<file path="src/rtl/vga_timing_counter_if.sv">
// VGA timing bundle: run enable in, pixel strobe,
// raster counters, line/frame pulses and sync out.
interface vga_timing_counter_if;
  logic       en;
  logic       pix_en;
  logic [9:0] h_count;
  logic [9:0] v_count;
  logic       new_line;
  logic       new_frame;
  logic       h_sync;
  logic       video_on;

  modport master (
    input  en,
    output pix_en,
    output h_count,
    output v_count,
    output new_line,
    output new_frame,
    output h_sync,
    output video_on
  );

  modport slave (
    output en,
    input  pix_en,
    input  h_count,
    input  v_count,
    input  new_line,
    input  new_frame,
    input  h_sync,
    input  video_on
  );
endinterface

</file>
<file path="src/rtl/vga_timing_counter.sv">
// VGA raster timing: pixel divider, h/v counters,
// horizontal region FSM, registered h_sync.
module vga_timing_counter #(
  parameter int CLK_DIV  = 2,
  parameter int H_ACTIVE = 640,
  parameter int H_FRONT  = 16,
  parameter int H_PULSE  = 96,
  parameter int H_BACK   = 48,
  parameter int V_TOTAL  = 525,
  parameter int V_ACTIVE = 480
) (
  input logic             clk,
  input logic             rst,
  vga_timing_counter_if.master bus
);
  localparam int H_TOTAL =
    H_ACTIVE + H_FRONT + H_PULSE + H_BACK;

  localparam logic [9:0] H_LAST =
    10'(H_TOTAL - 1);
  localparam logic [9:0] V_LAST =
    10'(V_TOTAL - 1);
  localparam logic [9:0] ACT_LAST =
    10'(H_ACTIVE - 1);
  localparam logic [9:0] FP_LAST =
    10'(H_ACTIVE + H_FRONT - 1);
  localparam logic [9:0] SYN_LAST =
    10'(H_ACTIVE + H_FRONT + H_PULSE - 1);
  localparam logic [9:0] V_VIS =
    10'(V_ACTIVE);
  localparam logic [3:0] DIV_LAST =
    4'(CLK_DIV - 1);

  typedef enum logic [1:0] {
    H_ACT,
    H_FP,
    H_SYN,
    H_BP
  } h_state_t;

  h_state_t   state;
  h_state_t   state_next;
  logic [3:0] div;
  logic [9:0] h_count;
  logic [9:0] v_count;
  logic       h_sync;
  logic       tick;
  logic       h_wrap;
  logic       pix_out;
  logic       line_out;

  assign tick   = bus.en & (div == DIV_LAST);
  assign h_wrap = h_count == H_LAST;

  always_ff @(posedge clk or negedge rst) begin
    if (!rst) begin
      div <= '0;
    end else if (bus.en) begin
      div <= (div == DIV_LAST) ? '0 : div + 4'd1;
    end
  end

  always_ff @(posedge clk or negedge rst) begin
    if (!rst) begin
      h_count <= '0;
      v_count <= '0;
    end else if (tick) begin
      h_count <= h_wrap ? '0 : h_count + 10'd1;
      if (h_wrap) begin
        v_count <= (v_count == V_LAST) ?
                   '0 : v_count + 10'd1;
      end
    end
  end

  always_comb begin
    state_next = state;
    if (tick) begin
      unique case (state)
        H_ACT:
          if (h_count == ACT_LAST) state_next = H_FP;
        H_FP:
          if (h_count == FP_LAST) state_next = H_SYN;
        H_SYN:
          if (h_count == SYN_LAST) state_next = H_BP;
        H_BP:
          if (h_wrap) state_next = H_ACT;
      endcase
    end
  end

  // h_sync is registered off state_next so it moves
  // on the same edge as h_count.
  always_ff @(posedge clk or negedge rst) begin
    if (!rst) begin
      state  <= H_ACT;
      h_sync <= 1'b1;
    end else begin
      state  <= state_next;
      h_sync <= state_next != H_SYN;
    end
  end

  // With CLK_DIV=1 the divider already matches in reset,
  // so the strobe is masked until rst releases.
  assign pix_out  = tick & rst;
  assign line_out = pix_out & h_wrap;

  assign bus.pix_en    = pix_out;
  assign bus.h_count   = h_count;
  assign bus.v_count   = v_count;
  assign bus.new_line  = line_out;
  assign bus.new_frame = line_out & (v_count == V_LAST);
  assign bus.h_sync    = h_sync;
  assign bus.video_on  = (state == H_ACT) &
                         (v_count < V_VIS);
endmodule

</file>
<file path="src/flat_wrapper.sv">
// flat-port wrapper written by rule: the top's interface ports become plain ports
module vga_timing_counter_flat 
#(
  parameter int CLK_DIV  = 2,
  parameter int H_ACTIVE = 640,
  parameter int H_FRONT  = 16,
  parameter int H_PULSE  = 96,
  parameter int H_BACK   = 48,
  parameter int V_TOTAL  = 525,
  parameter int V_ACTIVE = 480
)
  (clk, rst, bus_en, bus_pix_en, bus_h_count, bus_v_count, bus_new_line, bus_new_frame, bus_h_sync, bus_video_on);
  vga_timing_counter_if bus_i ();
  input logic clk;
  input logic rst;
  input wire logic [$bits(bus_i.en)-1:0] bus_en;
  output wire logic [$bits(bus_i.pix_en)-1:0] bus_pix_en;
  output wire logic [$bits(bus_i.h_count)-1:0] bus_h_count;
  output wire logic [$bits(bus_i.v_count)-1:0] bus_v_count;
  output wire logic [$bits(bus_i.new_line)-1:0] bus_new_line;
  output wire logic [$bits(bus_i.new_frame)-1:0] bus_new_frame;
  output wire logic [$bits(bus_i.h_sync)-1:0] bus_h_sync;
  output wire logic [$bits(bus_i.video_on)-1:0] bus_video_on;
  assign bus_i.en = bus_en;
  assign bus_pix_en = bus_i.pix_en;
  assign bus_h_count = bus_i.h_count;
  assign bus_v_count = bus_i.v_count;
  assign bus_new_line = bus_i.new_line;
  assign bus_new_frame = bus_i.new_frame;
  assign bus_h_sync = bus_i.h_sync;
  assign bus_video_on = bus_i.video_on;
  vga_timing_counter #(.CLK_DIV(CLK_DIV), .H_ACTIVE(H_ACTIVE), .H_FRONT(H_FRONT), .H_PULSE(H_PULSE), .H_BACK(H_BACK), .V_TOTAL(V_TOTAL), .V_ACTIVE(V_ACTIVE)) u_core (.clk(clk), .rst(rst), .bus(bus_i));
endmodule
</file>
<file path="config.mk">
export PLATFORM = sky130hd
export DESIGN_NAME = vga_timing_counter_flat
export DESIGN_NICKNAME = d
export VERILOG_FILES = /design/src/rtl/vga_timing_counter_if.sv /design/src/rtl/vga_timing_counter.sv /design/src/flat_wrapper.sv
export SDC_FILE = /design/constraint.sdc
export NUM_CORES = 1
export LEC_CHECK = 0
export ABC_CLOCK_PERIOD_IN_PS = 2390
export CELL_PAD_IN_SITES_DETAIL_PLACEMENT = 1
export CELL_PAD_IN_SITES_GLOBAL_PLACEMENT = 1
export CORE_MARGIN = 1
export CORE_UTILIZATION = 39
export CTS_CLUSTER_DIAMETER = 30
export DETAILED_ROUTE_END_ITERATION = 12
export GPL_TIMING_DRIVEN = 1
export PLACE_DENSITY_LB_ADDON = 0.1
export SYNTH_ARGS = -nofsm -noshare
export SYNTH_HDL_FRONTEND = slang
export SYNTH_SLANG_ARGS = --single-unit
</file>
<file path="constraint.sdc">
create_clock -name clk -period 2.39 [get_ports clk]
set_clock_uncertainty 0.1 [all_clocks]
set_input_delay 0.239 -clock clk [delete_from_list [all_inputs] [get_ports clk]]
set_output_delay 0.239 -clock clk [all_outputs]
set_load 0.02 [all_outputs]
</file>
==> impl_results.md, run 1 <==
- Outcome: finished clean
- Max-Cap Viols: 0
- Post-Syn Area per Cell: 10.1 um2
- Slew @ Worst Pin: 0.425 ns
- Max Fclk: around 440 MHz
- Drt wl/cell: roughly 16 um
- Sequential cell area: 677 um2
- Post-layout util: between 50% and 60%
- Io pins: 28
- Largest net degree at the start of global routing: 15
- Port bufs: 27
- Share of cells above drive strength 1: 15.1%
- CTS clock-pin slew for the worst setup and hold paths: 0.15 ns
- Root Buffer: clkbuf_4
- Switching share of power: roughly 33%
- Vias after detailed routing: 1283
- Worst reg2reg path endpoint: u_core.bus.h_count[9]$_DFFE_PN0P_
- VDD IR-drop max: around 0.4 mV
- Overall global routing resource usage: 21.8%
- Yosys top cell by area: dfrtp_1
- Filler instances: roughly 390
- Sequential share of power: a little over half
- Routability cong.: 0.778
- Post-Syn Nets: 145
- # setup viols final: 0
- DRC violations left: 0
- Synthesized flop and latch total: 27
- Pwr/cell area: 566 nW/um2
- Cell Area, Synth: ~1400 um2
- Combinational power share: between 20 and 30%
- Final Hold Fails: 0
- Period utilisation layout: between 90% and 100%
- Syn-to-layout area delta: 34.6%
- Most frequent cells in the layout: 26 x dfrtp_1, 23 x clkdlybuf4s50_1, 18 x buf_4
- Synth Warn #: 0
- Vias in the first global route: about 1200
- Avg Vias per Cell: about 5.6
- Worst reg2reg startpoint: u_core.div[2]$_DFFE_PN0P_
- Rel. slew slack: between 70% and 80%
- Final ANT Viol Nets: 0
- Worst-case clock buffer depth: 2
- Die Ht: approximately 62 um
- Final #Nets: around 190
- Startpoint Class: register
- Max Slew Vio Count: 0
- Post-route insts no fill: 231
- Initial core utilization: just over 40%
- Synth top area share: around 46%
- Clk_lat worst skew: approximately 0.33 ns
- Clk sinks: 27
- DP HPWL: between 2000 and 3000 um
- Critical Path Sink Type: primary output
- Worst Hold Class: primary input to asynchronous set/reset pin
- P_int: ~0.7 mW
- Antenna diodes: 0
- Commonest non-fill, non-tap cell in the layout: dfrtp_1
- Final Instance Area: between 1500 and 2000 um2
- Placed Instance Area: around 1800 um2
- Initial drt markers: 57
- Die ar.: 3830 um2
- DP Cell Count: 226
- Tmin final: between 2 and 2.5 ns
- Multi-input gate area: between 700 and 800 um2
- First-pass DRT Iterations: 4
- Dpl ws: 0.0635 ns
- Seq/Total Area, Yosys: between 40% and 50%
- P_sw: between 0.3 and 0.4 mW
- WP data required: between 2 and 2.5 ns
- Async SR Flop Fraction: between 90% and 100%
- Clock power frac: 19.1%
- Worst Path Max Fanout: 5
- CTS Buf Count: 3
- Initial antenna violation count: 0
- Top cells by area, synth: dfrtp_1 46%, xnor2_1 5.6%, o21ai_0 3.9%
- Core Rows: 21
- Reg2Reg Depth: 5
- CTS H-Tree Depth: 1
- Core Region: about 3400 um2
- Total leakage power: 0.833 nW
- Post-synth EDFFs: 0
- Cells after Synth: 139
- Setup WS post-layout: about 0.13 ns
- Gr ovfl total: 0
- Synth Flop Type: dfrtp_1
- CTS tree: done
- Kind of critical path: register to primary output
- First-pass GRT wire length: between 6000 and 7000 um
- Data arrival, critical path: 1.92 ns
- FF-to-FF setup slack: 0.36 ns
- WHS: 0.313 ns
- Routed wire length: 3700 um
- CTS Hold Bufs: 0
- Unique masters post-synth: 36
- Chip width: 61.9 um
-- flip-flops by register name, indices dropped and copies added (netlist names) --
name and count:
u_core.div 4, u_core.bus.v_count 10, u_core.bus.h_count 10, u_core.state 2, u_core.bus.h_sync 1
-- synthesized netlist by cell type (all sizes together) (4+ instances only) --
library cell   n
nor2           6
nor3           4
nand2         14
and4b          4
o21ai         11
dfrtp         26
and3           4
o211ai         4
inv            4
nand4          5
xnor2          9
nand3          8
-- through the flow --
step	TNS, ns	power [mW]
final	0	1.07
after global routing	-0.00181	1.13
after CTS	0	1.07
after detailed placement	0	0.861
after global placement	0	0.854
after floorplan	0	0.713
-- critical path: stages, from the launching register on --
cell             delay, ns
dfrtp_1               0.43
ha_1                  0.21
and4b_1               0.23
and4b_1               0.26
and3_1                0.17
clkdlybuf4s15_1       0.30
-- logic make-up (layout without fill, tap and decap cells) --
logic type	after synthesis	after routing	share of synthesized area [%]
muxes	4	4	3.13
buffers and inverters	7	53	1.97
AOI/OAI and AO/OA	22	22	9.38
and+or+nand+nor	64	64	27.0
DFF	27	27	48.3
adders and majority gates	3	3	2.68
xor gates and xnor gates	12	12	7.51
-- timing repair --
| item | CTS | global route |
|---|---|---|
| buffers inserted | 0 | 1 |
| gates resized for setup | 4 | 3 |
| setup endpoints to repair | 3 | 3 |
-- per-layer routing --
metal	GRT usage (%)	wire length, um	up-vias
met5	0	0	-
met4	6.67	59	0
met3	3.11	86	6
met2	37.3	1880	24
met1	28.5	1680	655
li1	-	-	598
-- how the worst max path moves through the flow --
stage,start,to,slack (ns)
after floorplan,u_core.bus.v_count[6]$_DFFE_PN0P_,bus_new_frame,0.33
after global placement,bus_en,bus_pix_en,0.11
after detailed placement,bus_en,bus_pix_en,0.06
after CTS,u_core.bus.h_count[0]$_DFFE_PN0P_,bus_new_frame,0.07
after global routing,u_core.bus.h_count[0]$_DFFE_PN0P_,bus_new_frame,-0.002
final,u_core.bus.h_count[0]$_DFFE_PN0P_,bus_new_frame,0.13
-- power by group through the flow --
stage	registers, mW	clock network, mW	logic [mW]
global route	0.573	0.230	0.329
floorplan	0.613	0	0.100
detailed placement	0.573	0	0.287
CTS	0.567	0.215	0.288
global placement	0.572	0	0.282
finish	0.565	0.203	0.299
-- cell type report --
cell class | count | area share [%]
Multi-Input combinational cell | 105 | 37.3
Sequential cell | 27 | 35.9
Timing Repair Buffer | 45 | 21.6
Tap cell | 46 | 3.05
Clock buffer | 4 | 1.39
Inverter | 4 | 0.797
(Power assumes the default switching activity.)
==> inputs of run 2 (changes only) <==
Settings changed: ABC_CLOCK_PERIOD_IN_PS 2390 to 1950, CORE_UTILIZATION 39 to 35.
Clock period 2.39 ns to 1.95 ns, I/O delays scaled along.
==> run 2 against run 1 <==
  * First-iteration DRC count rose by 8.8%
  * Setup slack got worse by 0.12 ns
  * Die area increased by 11%
  * Via count grew 4.4%
  * Combinational power grew 93%
  * Global-route usage decreased by 1.3 points
  * Total power rose by 45%
  * Non-clock buffer count up 25
  * Worst hold slack better by 0.0027 ns
  * Sequential cell count is the same
  * Critical path type unchanged
  * Sequential share of layout area shrank 4.4 points
  * Utilization increased by 1.8 points
  * Critical endpoint unchanged
==> impl_results.md, run 2 (synthesis gave the netlist of run 1 again) <==
- Routed wire length: 4020 um (was 3700 um)
- First-pass GRT wire length: 6710 um (was 6020 um)
- Chip width: 65.2 um (was 61.9 um)
- First-pass DRT Iterations: 4 (unchanged)
- Crit-path slowest cell: or3_4 (was dfrtp_1)
- Max Slew Vio Count: 0 (unchanged)
- Commonest non-fill, non-tap cell in the layout: buf_4 (was dfrtp_1)
- Initial drt markers: 62 (was 57)
- VDD IR-drop max: 0.741 mV (was 0.400 mV)
- Final ANT Viol Nets: 0 (unchanged)
- Worst reg2reg path endpoint: u_core.bus.h_count[9]$_DFFE_PN0P_ (unchanged)
- Overall global routing resource usage: 20.5% (was 21.8%)
- P_int: 1.07 mW (was 0.714 mW)
- Tmin final: roughly 1.9 ns
- FF-to-FF setup slack: 0.08 ns (was 0.36 ns)
- Root Buffer: clkbuf_8 (was clkbuf_4)
- Total power: 1.54 mW (was 1.07 mW)
- Initial core utilization: 37.4% (was 41.3%)
- Core Region: 3740 um2 (was 3390 um2)
- Combinational power share: 37.3% (was 28.0%)
- CTS Hold Bufs: 0 (unchanged)
- WHS: 0.316 ns (was 0.313 ns)
- Routability cong.: 0.742 (was 0.778)
- Worst path depth: 4 (was 5)
- Slew @ Worst Pin: 0.251 ns (was 0.425 ns)
- Reg2Reg Depth: 5 (unchanged)
- Avg Vias per Cell: 5.19 (was 5.55)
- Outcome: finished clean (unchanged)
- Die Ht: 65.2 um (was 61.9 um)
- Drt wl/cell: 15.6 um (was 16.0 um)
- Data arrival, critical path: 1.65 ns (was 1.92 ns)
- Post-layout util: 57.4% (was 55.6%)
- Switching share of power: 30.8% (was 33.1%)
- Max-Cap Viols: 0 (unchanged)
- Most frequent cells in the layout: 43 x buf_4, 26 x dfrtp_1, 23 x clkdlybuf4s50_1 (was 26 x dfrtp_1, 23 x clkdlybuf4s50_1, 18 x buf_4)
- Gr ovfl total: 0 (unchanged)
- WP data required: 1.65 ns (was 2.05 ns)
- Clk_lat worst skew: 0.27 ns (was 0.33 ns)
- Filler instances: 442 (was 391)
- P_sw: 0.476 mW (was 0.353 mW)
- Vias in the first global route: 1439 (was 1244)
- Worst Hold Class: primary input to asynchronous set/reset pin (unchanged)
- Final Instance Area: 2150 um2 (was 1880 um2)
- Kind of critical path: register to primary output (unchanged)
- Worst Path Max Fanout: 2 (was 5)
- DP HPWL: 2930 um (was 2850 um)
- Max Fclk: just over 500 MHz
- DRC violations left: 0 (unchanged)
- CTS tree: done (unchanged)
- Family with the most delay on the worst path: simple AND/OR/NAND/NOR gates (unchanged)
- Rel. slew slack: 83.0% (was 71.4%)
- Port bufs: 27 (unchanged)
- Die ar.: 4260 um2 (was 3830 um2)
- CTS H-Tree Depth: 1 (unchanged)
- Startpoint Class: register (unchanged)
- Clk sinks: 27 (unchanged)
- Cell Chain, Critical Path: or3_4 > nor4_4 > and3_4 > buf_6 (was ha_1 > and4b_1 > and4b_1 > and3_1 > clkdlybuf4s15_1)
- Crit path from: u_core.bus.v_count[6]$_DFFE_PN0P_ (was u_core.bus.h_count[0]$_DFFE_PN0P_)
- Period utilisation layout: approximately 100%
- Antenna diodes: 0 (unchanged)
- Biggest regs: u_core.bus.h_count x10, u_core.bus.v_count x10, u_core.div x4 (unchanged)
- Syn-to-layout area delta: 53.5% (was 34.6%)
- Worst-case clock buffer depth: 2 (unchanged)
- Total leakage power: 0.956 nW (was 0.833 nW)
- Worst reg2reg startpoint: u_core.div[3]$_DFFE_PN0P_ (was u_core.div[2]$_DFFE_PN0P_)
- Placed Instance Area: 2000 um2 (was 1840 um2)
- Final Hold Fails: 0 (unchanged)
- Vias after detailed routing: 1339 (was 1283)
- Core Rows: 22 (was 21)
- Sequential share of power: 42.3% (was 52.9%)
- Pwr/cell area: 719 nW/um2 (was 566 nW/um2)
- Share of cells above drive strength 1: 30.0% (was 15.1%)
- Io pins: 28 (unchanged)
- Final #Nets: 217 (was 192)
- Initial antenna violation count: 0 (unchanged)
- Critical Path Sink Type: primary output (unchanged)
- CP Buf/Inv Count: 1 (unchanged)
- CTS clock-pin slew for the worst setup and hold paths: 0.09 ns (was 0.15 ns)
- Clock power frac: 20.4% (was 19.1%)
- Largest net degree at the start of global routing: 21 (was 15)
- Unrepaired setup endpoints after global routing: yes
- Largest stage delay, worst path: 0.40 ns (was 0.43 ns)
- CTS Buf Count: 3 (unchanged)
- # setup viols final: 0 (unchanged)
[run 2: layout make-up]
cell class	count	area, um2	share of cell area (%)
multi-input combinational	105	758	35.3
clock buffer	4	45.0	2.10
inverter	4	15.0	0.698
tap	48	60.1	2.79
timing repair buffer	70	594	27.6
sequential	27	677	31.5
[run 2: metrics by stage]
stage               TNS (ns)  cells  setup WS [ns]
floorplan                  0    139         0.0665
finish                     0    258        0.00874
CTS                   -0.123    254         -0.123
detailed placement    -0.945    248         -0.245
global route         -0.0568    258        -0.0514
global placement      -0.752    248         -0.212
[run 2: routing by layer]
metal	track usage, %	vias to the layer above	part of all wire [%]
met1	25.8	668	44
met2	37.2	19	54
met5	0	-	0
met3	2.60	2	1.9
met4	4.08	0	0.60
li1	-	650	-
[run 2: repair_timing]
action / in CTS / in global routing
gates resized for setup: 10 / 16
setup buffers: 2 / 4
pin swaps: 1 / 7
endpoints found under the setup margin: 5 / 7
[run 2: power groups by stage]
stage          registers (mW)  clock network (mW)  logic (mW)
6_report                0.653               0.315       0.577
5_1_grt                 0.661               0.344       0.626
4_1_cts                 0.647               0.330       0.520
3_3_place_gp            0.656                   0       0.489
3_5_place_dp            0.656                   0       0.497
2_1_floorplan           0.752                   0       0.123
[run 2: worst max path at each step]
stage / end / slack (ns)
final: bus_new_frame / 0.009
after global routing: bus_new_frame / -0.05
after detailed placement: bus_new_frame / -0.25
after global placement: bus_new_frame / -0.21
after CTS: bus_new_frame / -0.12
after floorplan: u_core.bus.v_count[2]$_DFFE_PN0P_ / 0.07
==> inputs of run 3 (changes only) <==
Settings changed: ABC_CLOCK_PERIOD_IN_PS 1950 to 2200, CORE_UTILIZATION 35 to 39.
Clock period 1.95 ns to 2.2 ns, I/O delays scaled along.
==> run 3 against run 2 <==
  * Sequential power down 10%
  * Routed wire length fell by 3.0%
  * Via count down 3.1%
  * Count of clock-buffer cells in the layout unchanged
  * First-iteration DRC count fell by 29%
  * Critical endpoint is now bus_video_on
  * Total power is 19% lower
  * Die area decreased by 9.9%
  * Global-route usage increased by 2.4 points
  * Clock power is 28% lower
  * Combinational power down 25%
==> impl_results.md, run 3 (synthesis gave the netlist of run 1 again) <==
- Outcome: finished clean (unchanged)
- Io pins: 28 (unchanged)
- Final Hold Fails: 0 (unchanged)
- Syn-to-layout area delta: 41.6% (was 53.5%)
- Share of cells above drive strength 1: 23.4% (was 30.0%)
- Worst Hold Class: primary input to asynchronous set/reset pin (unchanged)
- Clk sinks: 27 (unchanged)
- Total leakage power: 0.872 nW (was 0.956 nW)
- Initial core utilization: 41.3% (was 37.4%)
- VDD IR-drop max: 0.513 mV (was 0.741 mV)
- Pwr/cell area: 630 nW/um2 (was 719 nW/um2)
- Gr ovfl total: 0 (unchanged)
- Reg2Reg Depth: 5 (unchanged)
- CTS clock-pin slew for the worst setup and hold paths: 0.16 ns (was 0.09 ns)
- Max Fclk: 477 MHz
- Period utilisation layout: between 90 and 100%
- Setup TNS Final: 0 ns (unchanged)
- First-pass DRT Iterations: 4 (unchanged)
- Clk_lat worst skew: 0.34 ns (was 0.27 ns)
- WP data required: 1.88 ns (was 1.65 ns)
- Worst reg2reg startpoint: u_core.div[2]$_DFFE_PN0P_ (was u_core.div[3]$_DFFE_PN0P_)
- Dpl ws: -0.0844 ns (was -0.245 ns)
- Avg Vias per Cell: 5.34 (was 5.19)
- Port bufs: 27 (unchanged)
- Antenna diodes: 0 (unchanged)
- Root Buffer: clkbuf_4 (was clkbuf_8)
- Unrepaired setup endpoints after global routing: yes (unchanged)
- Worst reg2reg path endpoint: u_core.bus.h_count[9]$_DFFE_PN0P_ (unchanged)
- Crit path from: u_core.bus.v_count[6]$_DFFE_PN0P_ (unchanged)
- Initial antenna violation count: 0 (unchanged)
- FF-to-FF setup slack: 0.17 ns (was 0.08 ns)
- Commonest non-fill, non-tap cell in the layout: buf_4 (unchanged)
- Vias after detailed routing: 1298 (was 1339)
- Startpoint Class: register (unchanged)
- Core Region: 3390 um2 (was 3740 um2)
- Worst Path Max Fanout: 5 (was 2)
- Tmin final: approximately 2.1 ns
- Max Slew Vio Count: 0 (unchanged)
- DP HPWL: 2990 um (was 2930 um)
- Filler instances: 396 (was 442)
- # setup viols final: 0 (unchanged)
- Setup WS post-layout: 0.102 ns (was 0.00874 ns)
- Chip width: 61.9 um (was 65.2 um)
- Final #Nets: 204 (was 217)
- DP Cell Count: 236 (was 248)
- Critical Path Sink Type: primary output (unchanged)
- Largest net degree at the start of global routing: 20 (was 21)
- Routed wire length: 3900 um (was 4020 um)
- Die Ht: 61.9 um (was 65.2 um)
- Post-route insts no fill: 243 (was 258)
- CTS H-Tree Depth: 1 (unchanged)
- Drt wl/cell: 16.0 um (was 15.6 um)
- Data arrival, critical path: 1.78 ns (was 1.65 ns)
- First-pass GRT wire length: 6290 um (was 6710 um)
- Final ANT Viol Nets: 0 (unchanged)
- Total power: 1.25 mW (was 1.54 mW)
- Worst-case clock buffer depth: 2 (unchanged)
- Critical Path End: bus_video_on (was bus_new_frame)
- Multi-input gate area: 722 um2 (was 758 um2)
- WHS: 0.289 ns (was 0.316 ns)
- Max-Cap Viols: 0 (unchanged)
- CTS tree: done (unchanged)
- Routability cong.: 0.798 (was 0.742)
- Core Rows: 21 (was 22)
- Biggest regs: u_core.bus.h_count x10, u_core.bus.v_count x10, u_core.div x4 (unchanged)
- Most frequent cells in the layout: 30 x buf_4, 26 x dfrtp_1, 23 x clkdlybuf4s50_1 (was 43 x buf_4, 26 x dfrtp_1, 23 x clkdlybuf4s50_1)
- Slew @ Worst Pin: 0.468 ns (was 0.251 ns)
- DRC violations left: 0 (unchanged)
- Die ar.: 3830 um2 (was 4260 um2)
- Vias in the first global route: 1343 (was 1439)
- Sequential cell area: 677 um2 (unchanged)
- Kind of critical path: register to primary output (unchanged)
- Rel. slew slack: 68.6% (was 83.0%)
- Initial drt markers: 44 (was 62)
- Overall global routing resource usage: 22.9% (was 20.5%)
- CTS Buf Count: 3 (unchanged)
==> run 3: cell types whose count changed in the layout (fill, tap and decap cells not counted), sizes merged <==
cell	delta
buf	-13
clkdlybuf4s15	+1
dlygate4sd1	-1
==> run 3: how the worst min path moves through the flow <==
stage / startpoint / endpoint / slack [ns]
after floorplan: rst / u_core.bus.h_count[0]$_DFFE_PN0P_ / -0.18
after global placement: u_core.div[3]$_DFFE_PN0P_ / u_core.div[3]$_DFFE_PN0P_ / 0.38
after detailed placement: u_core.div[2]$_DFFE_PN0P_ / u_core.div[2]$_DFFE_PN0P_ / 0.41
after CTS: rst / u_core.bus.h_count[4]$_DFFE_PN0P_ / 0.32
after global routing: rst / u_core.bus.h_count[8]$_DFFE_PN0P_ / 0.32
final: rst / u_core.bus.h_count[8]$_DFFE_PN0P_ / 0.29
==> run 3: cell type report <==
cell class / instances / area share [%]
clock buffer: 4 / 1.32
timing repair buffer: 57 / 24.5
sequential: 27 / 34.1
multi-input combinational: 105 / 36.4
inverter: 4 / 0.757
tap: 46 / 2.90
==> run 3: critical path: stages, from the launching register on <==
cell and delay (ns):
dfrtp_1 0.41, buf_4 0.13, buf_4 0.14, nand4_1 0.11, nor4b_1 0.28, clkdlybuf4s15_1 0.36
==> run 3: metrics by stage <==
step | cell area [um2] | util (%)
after global placement | 1920 | 56.6
after floorplan | 1400 | -
after CTS | 1960 | 57.8
after detailed placement | 1920 | 56.6
after global routing | 1980 | 58.5
final | 1980 | 58.5
==> run 3: routing by layer <==
| metal | wire length (um) | GRT usage (%) | vias up |
|---|---|---|---|
| li1 | - | - | 623 |
| met1 | 1760 | 30.3 | 655 |
| met2 | 2020 | 38.7 | 15 |
| met3 | 59 | 2.28 | 5 |
| met4 | 60 | 9.21 | 0 |
| met5 | 0 | 0 | - |
==> run 3: power breakdown <==
group / internal [mW] / leakage [nW] / switching [mW]
sequential: 0.547 / 0.349 / 0.0408
clock: 0.0713 / 0.0150 / 0.155
combinational: 0.220 / 0.508 / 0.215
total: 0.838 / 0.872 / 0.411
==> run 3: repair_timing <==
| item | CTS | global route |
|---|---|---|
| hold endpoints to repair | 0 | 0 |
| hold buffers | 0 | 0 |
| resized for setup | 9 | 9 |
| buffers inserted | 1 | 2 |
| setup endpoints to repair | 4 | 3 |
| pin swaps | 0 | 1 |
